## src/rtl/uart_rx.sv

```systemverilog
// Oversampling UART receiver: 2-flop synchronizer, 3-sample majority vote per bit,
// framing check, and a one-deep valid/ready output register.
module uart_rx #(
    parameter int CLK_FREQ   = 100000000,
    parameter int BAUD_RATE  = 115200,
    parameter int DATA_BITS  = 8,
    parameter int STOP_BITS  = 1,
    parameter int OVERSAMPLE = 16
) (
    input  logic                 clk,
    input  logic                 reset,
    input  logic                 rx,
    output logic [DATA_BITS-1:0] rx_data,
    output logic                 rx_valid,
    input  logic                 rx_ready,
    output logic                 frame_err,
    output logic                 overrun,
    output logic [2:0]           rx_state
);
    localparam int DIV = CLK_FREQ / (BAUD_RATE * OVERSAMPLE);
    localparam int DW  = (DIV > 1) ? $clog2(DIV) : 1;
    localparam int SW  = $clog2(OVERSAMPLE);
    localparam int BW  = $clog2(DATA_BITS + 1);
    localparam int PW  = $clog2(STOP_BITS + 1);

    typedef enum logic [2:0] {
        S_IDLE  = 3'd0,
        S_START = 3'd1,
        S_DATA  = 3'd2,
        S_STOP  = 3'd3,
        S_BREAK = 3'd4
    } state_t;

    // Output handshake: rx_data is valid while rx_valid=1; it is consumed on any
    // rising edge where rx_valid=1 and rx_ready=1; rx_ready alone does nothing.
    state_t                 state_q, state_d;
    logic                   rx_meta_q, rx_sync_q;
    logic [DW-1:0]          div_q, div_d;
    logic [SW-1:0]          s_q, s_d;
    logic [1:0]             samp_q, samp_d;
    logic [BW-1:0]          bit_q, bit_d;
    logic [PW-1:0]          stop_q, stop_d;
    logic [DATA_BITS-1:0]   shift_q, shift_d;
    logic [DATA_BITS-1:0]   rx_data_q, rx_data_d;
    logic                   rx_valid_q, rx_valid_d;
    logic                   frame_err_q, frame_err_d;
    logic                   overrun_q, overrun_d;
    logic                   tick, decide, vote, complete;

    assign tick   = (div_q == DW'(DIV - 1));
    assign decide = tick && (s_q == SW'(OVERSAMPLE / 2 + 1));
    // The third sample is the live synchronized line at the decision tick.
    assign vote   = (samp_q[0] & samp_q[1]) | (samp_q[0] & rx_sync_q) | (samp_q[1] & rx_sync_q);

    always_comb begin
        state_d     = state_q;
        div_d       = tick ? '0 : div_q + DW'(1);
        s_d         = s_q;
        samp_d      = samp_q;
        bit_d       = bit_q;
        stop_d      = stop_q;
        shift_d     = shift_q;
        rx_data_d   = rx_data_q;
        rx_valid_d  = rx_valid_q;
        frame_err_d = 1'b0;
        overrun_d   = 1'b0;
        complete    = 1'b0;

        if (tick) begin
            s_d = (s_q == SW'(OVERSAMPLE - 1)) ? '0 : s_q + SW'(1);
            if (s_q == SW'(OVERSAMPLE / 2 - 1)) samp_d[0] = rx_sync_q;
            if (s_q == SW'(OVERSAMPLE / 2))     samp_d[1] = rx_sync_q;
        end

        case (state_q)
            S_IDLE: begin
                if (!rx_sync_q) begin
                    state_d = S_START;
                    s_d     = '0;
                    div_d   = '0;
                end
            end
            S_START: begin
                if (decide) begin
                    state_d = vote ? S_IDLE : S_DATA;
                    bit_d   = '0;
                end
            end
            S_DATA: begin
                if (decide) begin
                    shift_d = (shift_q >> 1) | (DATA_BITS'(vote) << (DATA_BITS - 1));
                    if (bit_q == BW'(DATA_BITS - 1)) begin
                        state_d = S_STOP;
                        stop_d  = '0;
                    end else begin
                        bit_d = bit_q + BW'(1);
                    end
                end
            end
            S_STOP: begin
                if (decide) begin
                    if (!vote) begin
                        frame_err_d = 1'b1;
                        state_d     = S_BREAK;
                    end else if (stop_q == PW'(STOP_BITS - 1)) begin
                        // Re-arm at the decision point to absorb baud mismatch.
                        complete = 1'b1;
                        state_d  = S_IDLE;
                    end else begin
                        stop_d = stop_q + PW'(1);
                    end
                end
            end
            S_BREAK: begin
                if (rx_sync_q) state_d = S_IDLE;
            end
            default: state_d = S_IDLE;
        endcase

        if (complete) begin
            if (!rx_valid_q || rx_ready) begin
                rx_data_d  = shift_q;
                rx_valid_d = 1'b1;
            end else begin
                overrun_d = 1'b1;
            end
        end else if (rx_valid_q && rx_ready) begin
            rx_valid_d = 1'b0;
        end
    end

    always_ff @(posedge clk or negedge reset) begin
        if (!reset) begin
            state_q     <= S_IDLE;
            rx_meta_q   <= 1'b1;
            rx_sync_q   <= 1'b1;
            div_q       <= '0;
            s_q         <= '0;
            samp_q      <= '0;
            bit_q       <= '0;
            stop_q      <= '0;
            shift_q     <= '0;
            rx_data_q   <= '0;
            rx_valid_q  <= 1'b0;
            frame_err_q <= 1'b0;
            overrun_q   <= 1'b0;
        end else begin
            state_q     <= state_d;
            rx_meta_q   <= rx;
            rx_sync_q   <= rx_meta_q;
            div_q       <= div_d;
            s_q         <= s_d;
            samp_q      <= samp_d;
            bit_q       <= bit_d;
            stop_q      <= stop_d;
            shift_q     <= shift_d;
            rx_data_q   <= rx_data_d;
            rx_valid_q  <= rx_valid_d;
            frame_err_q <= frame_err_d;
            overrun_q   <= overrun_d;
        end
    end

    assign rx_data   = rx_data_q;
    assign rx_valid  = rx_valid_q;
    assign frame_err = frame_err_q;
    assign overrun   = overrun_q;
    assign rx_state  = state_q;
endmodule

```

## config.mk

```make
export PLATFORM = sky130hd
export DESIGN_NAME = uart_rx
export DESIGN_NICKNAME = d
export VERILOG_FILES = /design/src/rtl/uart_rx.sv
export SDC_FILE = /design/constraint.sdc
export NUM_CORES = 1
export LEC_CHECK = 0
export ABC_AREA = 1
export BUFFER_PORTS_ARGS = -buffer_cell sky130_fd_sc_hd__buf_4
export CAP_MARGIN = 30
export CORE_UTILIZATION = 53
export DETAILED_ROUTE_END_ITERATION = 8
export HOLD_SLACK_MARGIN = 0.05
export PLACE_DENSITY = 0.83
export SYNTH_ARGS = -nofsm -noshare
export SYNTH_HDL_FRONTEND = slang
export SYNTH_SLANG_ARGS = --single-unit
```

## constraint.sdc

```tcl
create_clock -name clk -period 1.5 [get_ports clk]
set_clock_uncertainty 0.15 [all_clocks]
set_input_delay 0.075 -clock clk [delete_from_list [all_inputs] [get_ports clk]]
set_output_delay 0.075 -clock clk [all_outputs]
set_load 0.01 [all_outputs]
```

==> results.py, run 1 <==
metrics = {
    "run_status": {
        "status": "finished with violations",
        "violations": "setup timing",
    },
    "place": {
        "routabilityCongestion": 0.7966,
        "place_worst_setup_slack_ps": -71.12,
        "port_buffers": 17,
        "dp_hpwl_um": 2556,
    },
    "floorplanning": {
        "rows": 22,
        "ioPinCount": 18,
        "die_area_um2": 4059,
        "die_w_um": 63.71,
        "start_util_pct": 55.13,
        "coreArea_um2": 3661,
        "die_h_um": 63.71,
    },
    "cts": {
        "clk_latency_ps": 300,
        "htree_levels": 2,
        "cts_root_buffer": "clkbuf_8",
        "clkTransAtPathRegs_ps": 80,
        "cts_tree": "yes",
        "clk_path_buf_depth": 2,
        "numCtsBuffers": 5,
        "cts.sinks": 40,
    },
    "route": {
        "drt-vias-per-instance": 5.136,
        "post_drt_wl_per_cell_um": 13.18,
        "routed.top_layer": "met4",
        "m1WireLength_um": 1890,
        "first_iter_violations": 158,
        "post-route-drc-count": 0,
        "antenna_left": 0,
        "wl_met3_um": 213,
        "wl_um": 4361,
        "vias": 1700,
        "wl_met2_um": 2171,
        "firstDrtPassIters": 4,
    },
    "global_route": {
        "grt-ovfl-total": 0,
        "grtUsageTotal_pct": 23.82,
        "grt_pass1_vias": 1652,
        "grt_pass1_wl_um": 7355,
        "antenna_found_initial": 0,
        "grt_max_degree": 41,
    },
    "setup_path": {
        "crit_arrival_ps": 1650,
        "worst-path-stages": 8,
        "critPathKind": "register to register",
        "crit_buf_inv": 1,
        "critical-path-slowest-cell": "dfrtp_1",
        "startpoint": "div_q[1]",
        "reg2reg_from": "div_q[1]",
        "crit_end": "rx_data[6]",
        "path_delay_family": "simple AND/OR/NAND/NOR gates",
        "worst_setup_path_start_kind": "register",
        "cp.required_ps": 1600,
        "crit_chain": "inv_2 -> ha_4 -> nand3_4 -> nor2_8 -> nand2_8 -> nor2_4 -> nand3_1 -> nand2_2",
        "reg2reg_depth": 8,
        "cpPeakStageDelay_ps": 400,
        "timing.rr.end": "rx_data[6]",
        "critical_path_peak_fanout": 6,
        "end_kind": "register",
        "rrSetupSlack_ps": -50,
    },
    "sta": {
        "period_share_pct": 103.2,
        "worst_slew_pin_slew_ps": 499.8,
        "post-route-min-period_ps": 1548,
        "final_max_slew_viol_count": 0,
        "fin_ws_ps": -47.91,
        "rsz0062_at_grt": "yes",
        "finalSetupViolCount": 18,
        "fmax_mhz": 646.0,
        "relSlewSlack_pct": 66.68,
        "hold_viol": 0,
        "fin_setup_tns_ps": -384.4,
    },
    "power": {
        "max-vdd-ir-drop_uv": 760.5,
        "power_leakage_nw": 1.479,
        "power_mw": 2.352,
        "p_per_area_nw_per_um2": 858.1,
    },
    "layout": {
        "diodes": 0,
        "nets": 292,
        "fin_util_pct": 74.88,
        "syn_to_final_growth_pct": 35.83,
        "layout-drive-gt1-share_pct": 40.28,
    },
    "synthesis": {
        "synth_top_family_by_area": "simple AND/OR/NAND/NOR gates",
        "synth_area_um2": 2018,
        "synth_cell_types": 28,
        "synth-compound-area-share_pct": 3.348,
        "synth_fa_ha_area_share_pct": 3.720,
        "synth_nets": 247,
        "ys_seq_area_share_pct": 49.72,
        "postSynthAreaPerCell_um2": 8.516,
        "yosys.area_share.simple_pct": 37.26,
        "yosys-mux-area-fraction_pct": 0,
        "synth_seq_cells": 40,
        "yosys_warnings": 0,
        "synth_xor_area_share_pct": 0.8679,
        "syn-instance-count": 237,
    },
    "min_path": {
        "hold_class": "primary input to asynchronous set/reset pin",
    },
    "flow_run": {
        "drv_cap": 0,
    },
}
-- how the worst min path moves through the flow --
stage | startpoint | end | slack, ps | depth (start not counted)
finish | reset | rx_data[0] | 130 | 2
global placement | reset | div_q[3] | -70 | 1
CTS | rx_ready | overrun | 130 | 5
detailed placement | reset | div_q[3] | -70 | 1
floorplan | reset | bit_q[0] | -370 | 0
global route | rx_ready | overrun | 160 | 5
-- synthesized netlist by cell type, drive strengths merged --
| library cell | n | area (um^2) |
|---|---|---|
| nand4 | 2 | 12.51 |
| inv | 24 | 90.08 |
| nor3 | 2 | 10.01 |
| o211ai | 1 | 7.510 |
| nand3b | 1 | 7.510 |
| ha | 6 | 75.07 |
| buf | 2 | 12.51 |
| dfstp | 2 | 52.55 |
| xor2 | 1 | 8.760 |
| xnor2 | 1 | 8.760 |
| nand3 | 28 | 170.2 |
| dfrtp | 38 | 950.9 |
| o21ai | 6 | 37.54 |
| nor2 | 26 | 158.9 |
| a21oi | 3 | 15.01 |
| nand2 | 93 | 392.9 |
| o21a | 1 | 7.510 |
-- where the power goes --
part           switching (mW)  internal, mW  leakage, nW
clock                   0.394         0.832       0.0784
sequential            0.00184          1.08        0.534
combinational          0.0276        0.0145        0.867
-- stage by stage --
stage	area, um^2	hold slack, ps	std cells
after floorplan	2021	-370.6	237
after global placement	2301	-74.79	314
after detailed placement	2301	-71.23	314
after CTS	2565	127.3	326
after global routing	2741	162.1	331
final	2741	133.5	331
-- placed cells by master (no fill, tap or decap), drive strengths merged --
master / netlist / final
nand2: 93 / 93
dfrtp: 38 / 38
buf: 2 / 37
nand3: 28 / 28
nor2: 26 / 27
inv: 24 / 24
o21ai: 6 / 6
ha: 6 / 6
clkbuf: 0 / 5
a21oi: 3 / 3
bufinv: 0 / 3
nor3: 2 / 2
nand4: 2 / 2
dlygate4sd3: 0 / 2
dfstp: 2 / 2
xnor2: 1 / 1
o211ai: 1 / 1
xor2: 1 / 1
o21a: 1 / 1
nand3b: 1 / 1
-- per-layer routing --
metal	track usage [%]	vias up
li1	-	835
met1	32.27	809
met2	36.57	48
met3	5.978	8
met4	9.091	0
met5	0	-
-- what timing repair did --
action / CTS / global route
setup buffers: 1 / 5
resized for setup: 17 / 45
cloned: 1 / 0
pin swaps: 7 / 29
setup endpoints to repair: 28 / 36
hold endpoints to repair: 41 / 0
hold buffers: 2 / 0
-- layout make-up --
| type | count | area (um^2) |
|---|---|---|
| Multi-Input combinational cell | 172 | 1117 |
| Fill cell | 234 | 919.6 |
| Tap cell | 48 | 60.06 |
| Clock buffer | 5 | 68.82 |
| Sequential cell | 40 | 1007 |
| Inverter | 24 | 92.59 |
| Timing Repair Buffer | 39 | 305.3 |
| Clock inverter | 3 | 90.09 |
-- cells by family (layout without fill, tap and decap cells) --
logic type / after synthesis / after routing
and+or+nand+nor: 152 / 153
DFF: 40 / 40
AOI/OAI and AO/OA: 11 / 11
adders and majority gates: 6 / 6
buffers and inverters: 26 / 71
xor gates and xnor gates: 2 / 2
-- state kept, by name, indices dropped and copies added (netlist names) --
register   flops
bit_q          4
div_q          6
frame_err      1
overrun        1
rx_data        8
rx_meta_q      1
rx_state       3
rx_sync_q      1
rx_valid       1
s_q            4
samp_q         2
shift_q        8
-- worst reg2reg max path, cell delays in order, from the launching register on --
cell and delay [ps]:
dfrtp_1 400, inv_2 70, ha_4 140, nand3_4 90
nor2_8 150, nand2_8 130, nor2_4 190, nand3_1 110
nand2_2 70
Power figures use the tool's default switching activity.
==> run 2: changes to the inputs <==
- TNS_END_PERCENT: unset -> 5
==> results.py, run 2 (same netlist as run 1, synthesis figures left out) <==
metrics = {
    "run_status": {
        "status": "finished with violations",
        "violations": "setup timing",
    },
    "layout": {
        "diodes": 0,
        "fin_util_pct": 71.53,
        "syn_to_final_growth_pct": 29.76,
        "final_cell_mix": "78 x nand2_1, 40 x buf_4, 37 x dfrtp_1, 22 x nand3_1, 19 x inv_1",
        "nets": 297,
        "layout-drive-gt1-share_pct": 32.29,
        "layout_commonest_cell": "nand2_1",
    },
    "sta": {
        "hold_viol": 0,
        "finalSetupViolCount": 15,
        "hold-worst-slack_ps": 132.9,
        "period_share_pct": 105.3,
        "relSlewSlack_pct": 67.01,
        "post-route-min-period_ps": 1580,
        "rsz0062_at_grt": "yes",
        "fmax_mhz": 633.0,
        "final_max_slew_viol_count": 0,
        "worst_slew_pin_slew_ps": 494.8,
        "fin_setup_tns_ps": -348.0,
        "fin_ws_ps": -79.67,
    },
    "min_path": {
        "hold_class": "primary input to asynchronous set/reset pin",
    },
    "floorplanning": {
        "die_w_um": 63.71,
        "die_area_um2": 4059,
        "ioPinCount": 18,
        "die_h_um": 63.71,
        "coreArea_um2": 3661,
        "start_util_pct": 55.13,
        "rows": 22,
    },
    "setup_path": {
        "cp_common_cell": "nor2_8",
        "end_kind": "register",
        "rrSetupSlack_ps": -80,
        "critPathKind": "register to register",
        "crit_chain": "inv_2 -> ha_4 -> nand3_4 -> nor2_8 -> nand2_8 -> nor2_8 -> nand3_1 -> nand2_2",
        "reg2reg_from": "div_q[1]",
        "critical_path_peak_fanout": 6,
        "startpoint": "div_q[1]",
        "worst_setup_path_start_kind": "register",
        "critical-path-slowest-cell": "dfrtp_1",
        "crit_end": "rx_data[5]",
        "cp.required_ps": 1600,
        "reg2reg_depth": 8,
        "timing.rr.end": "rx_data[5]",
        "crit_arrival_ps": 1680,
        "cpPeakStageDelay_ps": 390,
    },
    "route": {
        "antenna_left": 0,
        "vias": 1730,
        "post_drt_wl_per_cell_um": 13.17,
        "wl_um": 4424,
        "first_iter_violations": 76,
        "post-route-drc-count": 0,
        "firstDrtPassIters": 4,
        "drt-vias-per-instance": 5.149,
    },
    "cts": {
        "cts_root_buffer": "clkbuf_8",
        "cts.sinks": 40,
        "clkTransAtPathRegs_ps": 80,
        "htree_levels": 2,
        "clk_path_buf_depth": 2,
        "cts_tree": "yes",
        "numCtsBuffers": 5,
        "clk_latency_ps": 310,
    },
    "global_route": {
        "grtUsageTotal_pct": 22.16,
        "grt_pass1_wl_um": 6748,
        "grt_max_degree": 41,
        "grt-ovfl-total": 0,
        "grt_pass1_vias": 1566,
        "antenna_found_initial": 0,
    },
    "power": {
        "p_per_area_nw_per_um2": 732.7,
        "power_mw": 1.919,
        "p_sw_mw": 0.4019,
        "power_leakage_nw": 1.471,
        "max-vdd-ir-drop_uv": 706.0,
        "pwr-share-comb_pct": 2.1,
        "swShare_pct": 20.95,
        "pwr-share-seq_pct": 56.5,
        "clkPwrFrac_pct": 41.3,
        "intPower_mw": 1.517,
    },
    "place": {
        "routabilityCongestion": 0.9399,
        "dp_hpwl_um": 2731,
        "port_buffers": 17,
    },
    "flow_run": {
        "drv_cap": 0,
    },
}
[run 2: cell types whose count changed in the layout (fill, tap and decap cells not counted), sizes merged]
cell         delta
bufinv          -3
clkbuf          +3
dlygate4sd3     +1
buf             +4
[run 2: power groups by stage]
stage / Clock (mW) / Combinational [mW] / Sequential (mW)
after global routing: 0.837 / 0.0471 / 1.08
after CTS: 0.802 / 0.0413 / 1.08
after floorplan: 0 / 0.00377 / 1.10
after global placement: 0 / 0.0343 / 1.11
after detailed placement: 0 / 0.0348 / 1.11
final: 0.793 / 0.0412 / 1.08
[run 2: how the worst min path moves through the flow]
stage,startpoint,end,cells after the start
2_1_floorplan,reset,bit_q[0],0
3_3_place_gp,reset,div_q[3],1
3_5_place_dp,reset,div_q[2],1
4_1_cts,reset,shift_q[1],2
5_1_grt,reset,shift_q[1],2
6_report,reset,shift_q[1],2
[run 2: layer usage]
metal,wire length (um),vias up,GRT usage (%)
met3,175,15,6.159
met1,1894,824,28.44
met5,0,-,0
met2,2235,51,34.97
met4,119,0,9.375
li1,-,840,-
[run 2: critical path, delay by kind of cell, from the launching register on]
kind | cells | cell delay [ps]
buf+inv | 1 | 70
simple gates | 6 | 770
flops | 1 | 390
fa+ha+maj | 1 | 140
[run 2: area by class of cell]
cell class                      instances  area, um^2
Clock buffer                            8       100.1
Tap cell                               48       60.06
Sequential cell                        40        1005
Multi-Input combinational cell        172        1022
Inverter                               24       90.09
Fill cell                             264        1042
Timing Repair Buffer                   44       341.6
[run 2: metrics by stage]
stage / instance area, um^2 / setup slack [ps] / std cells
final: 2619 / -79.67 / 336
after global routing: 2619 / -149.7 / 336
after CTS: 2526 / -29.26 / 334
after detailed placement: 2359 / -111.9 / 322
after global placement: 2359 / -44.91 / 322
after floorplan: 2018 / -1.929 / 237
[run 2: timing repair]
item / CTS / global route
pin swaps: 5 / 7
gates resized for setup: 10 / 21
setup endpoints to repair: 28 / 36
endpoints found under the hold margin: 43 / 0
hold buffers: 3 / 0
setup buffers: 1 / 1
gates cloned: 0 / 1
